===== src/rtl/game_pkg.sv =====
// game_pkg: shared definitions for the flappy obstacle engine.
//   - game_state_t : IDLE/PLAY/HIT/OVER encoding driven onto the 'state' port
//   - LFSR_TAPS    : Galois feedback mask for taps 16,14,13,11
//   - DEF_*        : default screen and pipe geometry
//   - rot_byte     : 8-bit window of a 16-bit word starting at a bit offset,
//                    wrapping modulo 16
package game_pkg;

  typedef enum logic [1:0] {
    ST_IDLE = 2'd0,
    ST_PLAY = 2'd1,
    ST_HIT  = 2'd2,
    ST_OVER = 2'd3
  } game_state_t;

  localparam logic [15:0] LFSR_TAPS = 16'hB400;

  localparam int DEF_SCREEN_W = 640;
  localparam int DEF_SCREEN_H = 480;
  localparam int DEF_PIPE_W   = 50;
  localparam int DEF_GAP_H    = 100;

  // Concatenating the word with itself makes the modulo-16 wrap a plain shift.
  function automatic logic [7:0] rot_byte(input logic [15:0] value, input int offset);
    logic [31:0] doubled;
    doubled = {value, value} >> (offset % 16);
    return doubled[7:0];
  endfunction

endpackage


===== src/rtl/lfsr_galois16.sv =====
// lfsr_galois16: free-running 16-bit Galois LFSR, advancing every clock.
// Ports:
//   clk   in  system clock
//   reset in  asynchronous active-low reset, loads SEED
//   value out current LFSR state (never zero)
module lfsr_galois16
  import game_pkg::*;
#(
  parameter logic [15:0] SEED = 16'hACE1
) (
  input  logic        clk,
  input  logic        reset,
  output logic [15:0] value
);

  logic [15:0] next_value;

  // Right-shifting Galois form; the zero check only matters for a bad seed,
  // since a maximal sequence started from non-zero never reaches zero.
  always_comb begin
    next_value = {1'b0, value[15:1]};
    if (value[0]) next_value = next_value ^ LFSR_TAPS;
    if (next_value == 16'd0) next_value = SEED;
  end

  always_ff @(posedge clk or negedge reset) begin
    if (!reset) value <= SEED;
    else        value <= next_value;
  end

endmodule


===== src/rtl/pipe_field_engine.sv =====
// pipe_field_engine: scrolling pipe columns, collision, scoring and game FSM.
// Ports:
//   clk, reset        clock and asynchronous active-low reset
//   frame_tick        one-clock pulse per frame
//   start             one-clock start/restart pulse
//   x, y              current pixel
//   bird_x, bird_y    bird box top-left corner
//   in_pipe           current pixel is inside a pipe body (combinational)
//   hit               one-clock pulse on collision
//   state             game state (IDLE/PLAY/HIT/OVER)
//   score             pipes passed, saturating at 255
module pipe_field_engine
  import game_pkg::*;
#(
  parameter int          NUM_PIPES   = 5,
  parameter int          PIPE_W      = DEF_PIPE_W,
  parameter int          GAP_H       = DEF_GAP_H,
  parameter int          GAP_MIN     = 40,
  parameter int          GAP_DEFAULT = 190,
  parameter int          SPACING     = 160,
  parameter int          SCREEN_W    = DEF_SCREEN_W,
  parameter int          SCREEN_H    = DEF_SCREEN_H,
  parameter int          SPEED       = 1,
  parameter int          BIRD_W      = 20,
  parameter int          BIRD_H      = 30,
  parameter int          HIT_FREEZE  = 60,
  parameter logic [15:0] LFSR_SEED   = 16'hACE1
) (
  input  logic       clk,
  input  logic       reset,
  input  logic       frame_tick,
  input  logic       start,
  input  logic [9:0] x,
  input  logic [8:0] y,
  input  logic [9:0] bird_x,
  input  logic [8:0] bird_y,
  output logic       in_pipe,
  output logic       hit,
  output logic [1:0] state,
  output logic [7:0] score
);

  localparam int CNT_W = $clog2(HIT_FREEZE + 1);
  localparam logic [CNT_W-1:0] CNT_ONE     = CNT_W'(1);
  localparam logic [CNT_W-1:0] FREEZE_LAST = CNT_W'(HIT_FREEZE - 1);

  localparam logic [11:0] PIPE_W12   = 12'(PIPE_W);
  localparam logic [11:0] GAP_H12    = 12'(GAP_H);
  localparam logic [11:0] GAP_MIN12  = 12'(GAP_MIN);
  localparam logic [11:0] GAP_DEF12  = 12'(GAP_DEFAULT);
  localparam logic [11:0] SPEED12    = 12'(SPEED);
  localparam logic [11:0] BIRD_W12   = 12'(BIRD_W);
  localparam logic [11:0] BIRD_H12   = 12'(BIRD_H);
  localparam logic [11:0] SCREEN_H12 = 12'(SCREEN_H);
  localparam logic [11:0] WRAP_ADD12 = 12'(NUM_PIPES * SPACING - SPEED);

  game_state_t          state_q, state_d;
  logic [7:0]           score_q, score_d;
  logic [CNT_W-1:0]     cnt_q, cnt_d;
  logic                 hit_q, hit_d;
  logic                 scroll, reinit;
  logic [15:0]          lfsr;
  logic [NUM_PIPES-1:0] pix_hit, bird_hit, passed;
  logic [7:0]           pass_cnt;
  logic [8:0]           score_sum;
  logic [7:0]           score_sat;
  logic                 collide;

  logic [11:0] x12, y12, bx12, by12;
  assign x12  = {2'b00, x};
  assign y12  = {3'b000, y};
  assign bx12 = {2'b00, bird_x};
  assign by12 = {3'b000, bird_y};

  lfsr_galois16 #(.SEED(LFSR_SEED)) u_lfsr (
    .clk   (clk),
    .reset (reset),
    .value (lfsr)
  );

  // Each pipe keeps its right edge and gap top; every test below is written
  // as additions so nothing can underflow near the left screen edge.
  for (genvar i = 0; i < NUM_PIPES; i++) begin : g_pipe
    localparam logic [11:0] R_INIT = 12'(SCREEN_W + PIPE_W + i * SPACING);

    logic [11:0] r_q, gap_q, r_next;
    logic        wrap;

    assign wrap   = r_q < SPEED12;
    assign r_next = wrap ? r_q + WRAP_ADD12 : r_q - SPEED12;

    assign pix_hit[i]  = (x12 < r_q) && (x12 + PIPE_W12 >= r_q) &&
                         ((y12 < gap_q) || (y12 >= gap_q + GAP_H12));
    assign bird_hit[i] = (bx12 < r_q) && (bx12 + BIRD_W12 + PIPE_W12 > r_q) &&
                         ((by12 < gap_q) || (by12 + BIRD_H12 > gap_q + GAP_H12));
    assign passed[i]   = (r_q > bx12) && (r_next <= bx12);

    always_ff @(posedge clk or negedge reset) begin
      if (!reset) begin
        r_q   <= R_INIT;
        gap_q <= GAP_DEF12;
      end else if (reinit) begin
        r_q   <= R_INIT;
        gap_q <= GAP_DEF12;
      end else if (scroll) begin
        r_q <= r_next;
        if (wrap) gap_q <= GAP_MIN12 + {4'h0, rot_byte(lfsr, 3 * i)};
      end
    end
  end

  assign in_pipe = |pix_hit;
  assign collide = (|bird_hit) || (by12 + BIRD_H12 > SCREEN_H12);

  // Several pipes may cross the bird in the same frame; add them all, then clamp.
  always_comb begin
    pass_cnt = 8'd0;
    for (int i = 0; i < NUM_PIPES; i++) pass_cnt = pass_cnt + {7'd0, passed[i]};
    score_sum = {1'b0, score_q} + {1'b0, pass_cnt};
    score_sat = score_sum[8] ? 8'hFF : score_sum[7:0];
  end

  // Next-state logic. start only matters in IDLE/OVER and takes priority
  // over a coincident frame_tick; pipes only move in PLAY without a collision.
  always_comb begin
    state_d = state_q;
    score_d = score_q;
    cnt_d   = cnt_q;
    hit_d   = 1'b0;
    scroll  = 1'b0;
    reinit  = 1'b0;
    case (state_q)
      ST_IDLE, ST_OVER: begin
        if (start) begin
          state_d = ST_PLAY;
          score_d = 8'd0;
          reinit  = 1'b1;
        end
      end
      ST_PLAY: begin
        if (frame_tick) begin
          if (collide) begin
            hit_d   = 1'b1;
            state_d = ST_HIT;
            cnt_d   = '0;
          end else begin
            scroll  = 1'b1;
            score_d = score_sat;
          end
        end
      end
      ST_HIT: begin
        if (frame_tick) begin
          cnt_d = cnt_q + CNT_ONE;
          if (cnt_q == FREEZE_LAST) state_d = ST_OVER;
        end
      end
      default: state_d = ST_IDLE;
    endcase
  end

  always_ff @(posedge clk or negedge reset) begin
    if (!reset) begin
      state_q <= ST_IDLE;
      score_q <= 8'd0;
      cnt_q   <= '0;
      hit_q   <= 1'b0;
    end else begin
      state_q <= state_d;
      score_q <= score_d;
      cnt_q   <= cnt_d;
      hit_q   <= hit_d;
    end
  end

  assign hit   = hit_q;
  assign state = state_q;
  assign score = score_q;

endmodule

===== config.mk =====
export PLATFORM = sky130hd
export DESIGN_NAME = pipe_field_engine
export DESIGN_NICKNAME = d
export VERILOG_FILES = /design/src/rtl/game_pkg.sv /design/src/rtl/lfsr_galois16.sv /design/src/rtl/pipe_field_engine.sv
export SDC_FILE = /design/constraint.sdc
export NUM_CORES = 1
export LEC_CHECK = 0
export BUFFER_PORTS_ARGS = -buffer_cell sky130_fd_sc_hd__clkbuf_2
export CORE_UTILIZATION = 45
export DETAILED_ROUTE_END_ITERATION = 16
export GPL_TIMING_DRIVEN = 0
export SETUP_SLACK_MARGIN = 0.02
export SYNTH_ARGS = -nofsm -noshare
export SYNTH_HDL_FRONTEND = slang
export SYNTH_HIERARCHICAL = 1
export SYNTH_SLANG_ARGS = --single-unit
export TNS_END_PERCENT = 100

===== constraint.sdc =====
create_clock -name clk -period 20.7 [get_ports clk]
set_clock_uncertainty 0.2 [all_clocks]
set_input_delay 4.14 -clock clk [delete_from_list [all_inputs] [get_ports clk]]
set_output_delay 4.14 -clock clk [all_outputs]
set_load 0.01 [all_outputs]

# Word level (Yosys, flattened, before mapping)
# Index checks and enable logic that the tools add are counted.
[word_totals]
latchBits = 0
mem_bits_rw = 0
elab_cells = 224
mem_bits_ro = 0
memories = 0
register_bits = 153
input_bits = 42
[classes]
n_bitwise = 1
reduce_logical = 57
add_sub_neg = 30
n_mul = 0
n_div = 0
magnitude_cmp = 56
muxes = 55
shift = 0
n_eq_ne = 10
[op_table]
columns = ["cell", "count"]
rows = [
  ["12-bit 2-to-1 mux", 30],
  ["12-bit > comparator", 10],
  ["10-bit by 12-bit less-than comparator with 1-bit output", 10],
  ["9-bit by 12-bit less-than comparator with 1-bit output", 10],
  ["12-bit by 10-bit adder with 12-bit output (second input constant)", 5],
  ["12-bit by 7-bit adder with 12-bit output (second input constant)", 5],
  ["9-bit by 12-bit greater-or-equal comparator with 1-bit output", 5],
  ["12-bit by 10-bit > comparator with 1-bit output", 5],
  ["12-bit by 10-bit less-or-equal comparator with 1-bit output", 5],
  ["12-bit by 1-bit less-than comparator with 1-bit output (second input constant)", 5],
  ["12-bit by 1-bit subtractor with 12-bit output (second input constant)", 5],
  ["12-bit greater-or-equal comparator", 4],
  ["6-bit by 8-bit adder with 9-bit output (first input constant)", 5],
  ["16-bit 2-to-1 mux", 2],
  ["8-bit 2-to-1 mux", 4],
  ["1-bit logical AND", 25],
  ["6-bit 2-to-1 mux", 3],
  ["16-bit logical NOT", 1],
  ["8-bit one-hot mux with 2 select lines", 1],
  ["2-bit nonzero test", 8],
  ["11-bit by 6-bit adder with 12-bit output (second input constant)", 1],
  ["11-bit by 12-bit greater-or-equal comparator with 1-bit output", 1],
  ["2-bit inequality test (second input constant)", 6],
  ["6-bit one-hot mux with 2 select lines", 1],
  ["24 further kinds", 52],
]

# Logic depth before layout (Yosys ltp)
[logic_depth]
depth_word = 13
depth_mapped = 28
depth_no_buf = 28

# Cells and area by module
# The synthesis kept the hierarchy.
[by_module_without_submodules]
columns = ["mod", "n_inst", "seq_area_each_um2", "area_each_um2", "cells_per_inst"]
rows = [
  ["pipe_field_engine", 1, 3123.0, 17513.0, 2045],
  ["lfsr_galois16", 1, 410.4, 676.9, 48],
]

# Worst setup path before layout
# Ideal clock, no wire load.
[synth_timing]
kind = "input port to output port"
startpoint = "input port x[1]"
endpoint = "output port in_pipe"
setup_slack_ns = 9.967
arrival_ns = 6.393
path_stages = 12
path_cell_list = "ha_1 a21oi_1 xor2_1 ha_1 a21o_1 a21o_1 a2111oi_0 o21ai_0 a31oi_1 nor2_1 o211ai_1 nand4_1"
[synth_via]
elab_chain_cells = 5
word_cells_on_any_way = 22
cone_classes = "add/sub (1); order compare (10); reduce/logical (11)"
[synth_rtl]
columns = ["element", "line_no", "source"]
rows = [
  ["start: declaration", "pipe_field_engine.sv:33", "input logic [9:0] x,"],
  ["10-bit by 6-bit adder with 11-bit output", "pipe_field_engine.sv:92", "assign pix_hit[i] = (x12 < r_q) && (x12 + PIPE_W12 >= r_q) &&"],
  ["12-bit greater-or-equal comparator / 11-bit by 12-bit greater-or-equal comparator with 1-bit output (equally long branches)", "pipe_field_engine.sv:92", ""],
  ["1-bit logical AND (2 in series)", "pipe_field_engine.sv:92", ""],
  ["5-bit OR reduction *", "pipe_field_engine.sv:112", "assign in_pipe = |pix_hit;"],
  ["end: declaration", "pipe_field_engine.sv:37", "output logic in_pipe,"],
]
# Mark *: on every way between the ends. The rest lies on a longest branch, timed or not.

# Final worst setup path
# Same ends and word-level chain as after synthesis.

==> metrics <==
fmax 86.1 MHz; Synth Area in Compound Gates 20.6%; largest net degree at the start of global routing 71; min Tclk post-route 11.62 ns; antenna-violating nets left 0; Worst-Margin Slew 1.25 ns; post-CTS sizing 0; drt initial violations 1439; global route total overflow 0; Largest stage delay, worst path 0.49 ns; P_leak 9.12 nW; die area 41200 um^2; Antenna diodes 0; placed insts 2671; delay-heaviest family, CP compound AO/OA/AOI/OAI gates; Vias/cell 6.23; routed wire length 66400 um; Sw Ratio 49.5%; Main synth FF type dfrtp_1; average routed wire per standard cell 24.6 um; WP buf/inv 2; Post-Syn Instances 2093; largest family of logic cells by synthesized area adder cells; syn_nets 2589; synth warn 6; root buffer selected by CTS clkbuf_16; Avg Cell Area, Syn 8.69 um^2; core area 39800 um^2; Inserted Clock Buffers 17; CP Capture Type output pin; Setup CP Type in -> out; drc violations 0; vias in the first global route 16300; type of origin of the critical path input port; Synth top area share 31.0%; status finished clean; Switch Pwr 750 uW; Seq/Total Area, Yosys 19.4%; number of buffers added on ports 52; Synth area leader ha_1; num rows 73; Yosys cell types 74; clk_lat worst skew 0.44 ns; Slew headroom 16.0%; Simple-Gate Fraction of Synth Area 17.0%; P_int 765 uW; final worst-path cycle share 56.1%; Adder-Cell Fraction of Synth Area 31.4%; CTS tree done; Post-CTS Setup Bufs 0; Crit Path Max Fanout 8; final net count 2661; die extent in x 203 um; Max Slew Vio Count 0; peak supply drop 0.0000600 V; hold crit path type reg -> reg; power share of the clock group 20.8%; unrepaired setup endpoints after global routing no; HPWL after DPL 52000 um; routability cong. 0.976; CTS max path bufs 2; number of H-tree levels 4; num ports 54; asr flop ratio synth 100%; post-synthesis mux area share 1.94%; final hold vios 0; GR Util All Layers 32.3%; Cell Chain, Critical Path clkbuf_2, ha_1, a21oi_1, xor2_1, ha_1, a21o_1, a21o_1, a2111oi_0, o21ai_0, a31oi_1, nor2_1, o211ai_1, nand4_1, clkbuf_2; TNS Setup 0 ns; share of power burned in registers 23.4%; Hold Buf Count CTS 0; Crit path required time 16.36 ns; Area growth syn-to-layout 8.43%; top post-synthesis cells by area ha_1 31%, dfrtp_1 10%, dfstp_2 9.2%; initial antenna violation count 0; Clock Sinks 138; Initial Util 45.7%; WHS 0.340 ns; post-synthesis register bit count 138; vias 16900; Max-Cap Viols 0; Pwr per Cell Area 76.8 nW/um^2; slowest CP cell xor2_1; number of synthesized flops with an enable pin 0; chip height 203 um; Arr. time, crit path 7.28 ns; global-route wire length before repair 100000 um; share of cells above drive strength 1 8.82%; Non-Filler Instances 2703; Syn Std Cell Area 18200 um^2; # setup viols final 0; Worst-path clk slew 0.07 ns; Synth Area in XOR/XNOR 5.01%; Comb pwr share 55.8%; drt first pass iters 6
## final timing paths
path,from,endpoint,slack (ns),cells after the start
min,u_lfsr/value[7]$_DFF_PN1_,u_lfsr/value[6]$_DFF_PN1_,0.34,2
max in group asynchronous,reset,g_pipe[0].gap_q[1]$_DFFE_PN1P_,15.97,2
min reg2reg,u_lfsr/value[7]$_DFF_PN1_,u_lfsr/value[6]$_DFF_PN1_,0.34,2
max,x[1],in_pipe,9.08,14
min in group asynchronous,reset,g_pipe[1].r_q[2]$_DFFE_PN0P_,3.50,1
max reg2reg,g_pipe[0].r_q[0]$_DFFE_PN0P_,score[7]$_DFFE_PN0P_,12.69,26
## power by group through the flow
stage / Clock (mW) / Combinational (mW) / Sequential, mW
5_1_grt: 0.328 / 0.924 / 0.359
3_3_place_gp: 0 / 0.805 / 0.357
3_5_place_dp: 0 / 0.824 / 0.358
6_report: 0.316 / 0.845 / 0.355
4_1_cts: 0.316 / 0.830 / 0.353
2_1_floorplan: 0 / 0.530 / 0.343
## through the flow
step                cell area (um^2)  util, %  worst slack (ns)  power, mW
finish                         19700     49.5              9.08       1.52
global route                   19700     49.5              8.81       1.61
CTS                            19700     49.5              9.05       1.50
detailed placement             19100     48.1              9.05       1.18
global placement               19100     48.0              9.11       1.16
floorplan                      18200        -              9.97      0.873
## synthesized netlist by cell type (all sizes together) (9+ instances only)
cell    instances
nand4          66
ha            451
nand3          59
xnor2          91
nand2b         32
xor2           13
o21bai         18
nor3           49
clkbuf         59
nand3b          9
o31ai          31
o21a           35
or3b           11
mux2i          33
dfstp          64
nor2           92
o311ai         12
o21ai         139
nor2b          27
a31oi          17
a21o           39
o211ai         38
dfrtp          74
a211o           9
or3            22
or4            18
buf            13
a211oi         32
nor4           25
inv           139
o41ai          11
a21oi         142
nand2         122
## layer usage
layer / vias to the layer above / wire, um / GRT usage [%]
li1: 8025 / - / -
met1: 8069 / 28700 / 41.5
met2: 603 / 30600 / 53.4
met3: 156 / 3470 / 3.48
met4: 0 / 3590 / 16.9
met5: - / 0 / 0
## layout by cell type, fill, tap and decap left out, drive strengths merged, types with 7 or more instances in the layout
cell	synthesis	layout
nand3b	9	9
nand2b	32	32
o31ai	31	31
xnor2	91	91
a21o	39	39
o21a	35	35
nand4b	7	7
o21ai	139	139
buf	13	14
o2111ai	8	8
nand4	66	66
a31oi	17	17
mux2i	33	33
or3b	11	11
clkbuf	59	128
dfrtp	74	74
o211ai	38	38
a211o	9	9
nand2	122	122
nor4	25	25
dfstp	64	64
inv	139	148
ha	451	451
nor2b	27	27
and2	8	8
a21oi	142	142
xor2	13	13
or3	22	22
o21bai	18	18
nor2	92	92
o311ai	12	12
or4	18	18
nand3	59	59
o41ai	11	11
a211oi	32	32
nor3	49	49
and4	8	8
## tightest hold or removal path, cell delays in order (launching register included)
cell	delay, ns
dfstp_2	0.41
inv_1	0.08
o41ai_2	0.06
## kinds of logic (layout without fill, tap and decap cells)
logic type / count (synthesis) / after routing
AND/OR/NAND/NOR: 575 / 575
AO/OA/AOI/OAI: 575 / 575
flip-flops: 138 / 138
multiplexers: 35 / 35
buffers and inverters: 212 / 297
adder cells (fa/ha/maj): 454 / 454
XOR/XNOR: 104 / 104
## flip-flops by register name (all words and copies together) (netlist names)
| signal | cells |
|---|---|
| u_lfsr/value | 16 |
| cnt_q | 6 |
| score | 8 |
| g_pipe.gap_q | 45 |
| g_pipe.r_q | 60 |
| hit | 1 |
| state | 2 |
## cell type report
cell class,count,area [um^2]
Buffer,73,315
Clock buffer,17,425
Clock inverter,15,155
Fill cell,3847,20100
Inverter,139,522
Multi-Input combinational cell,1743,13800
Sequential cell,138,3530
Tap cell,525,657
Timing Repair Buffer,53,297
Note: power is estimated with default switching activity, not from simulation.
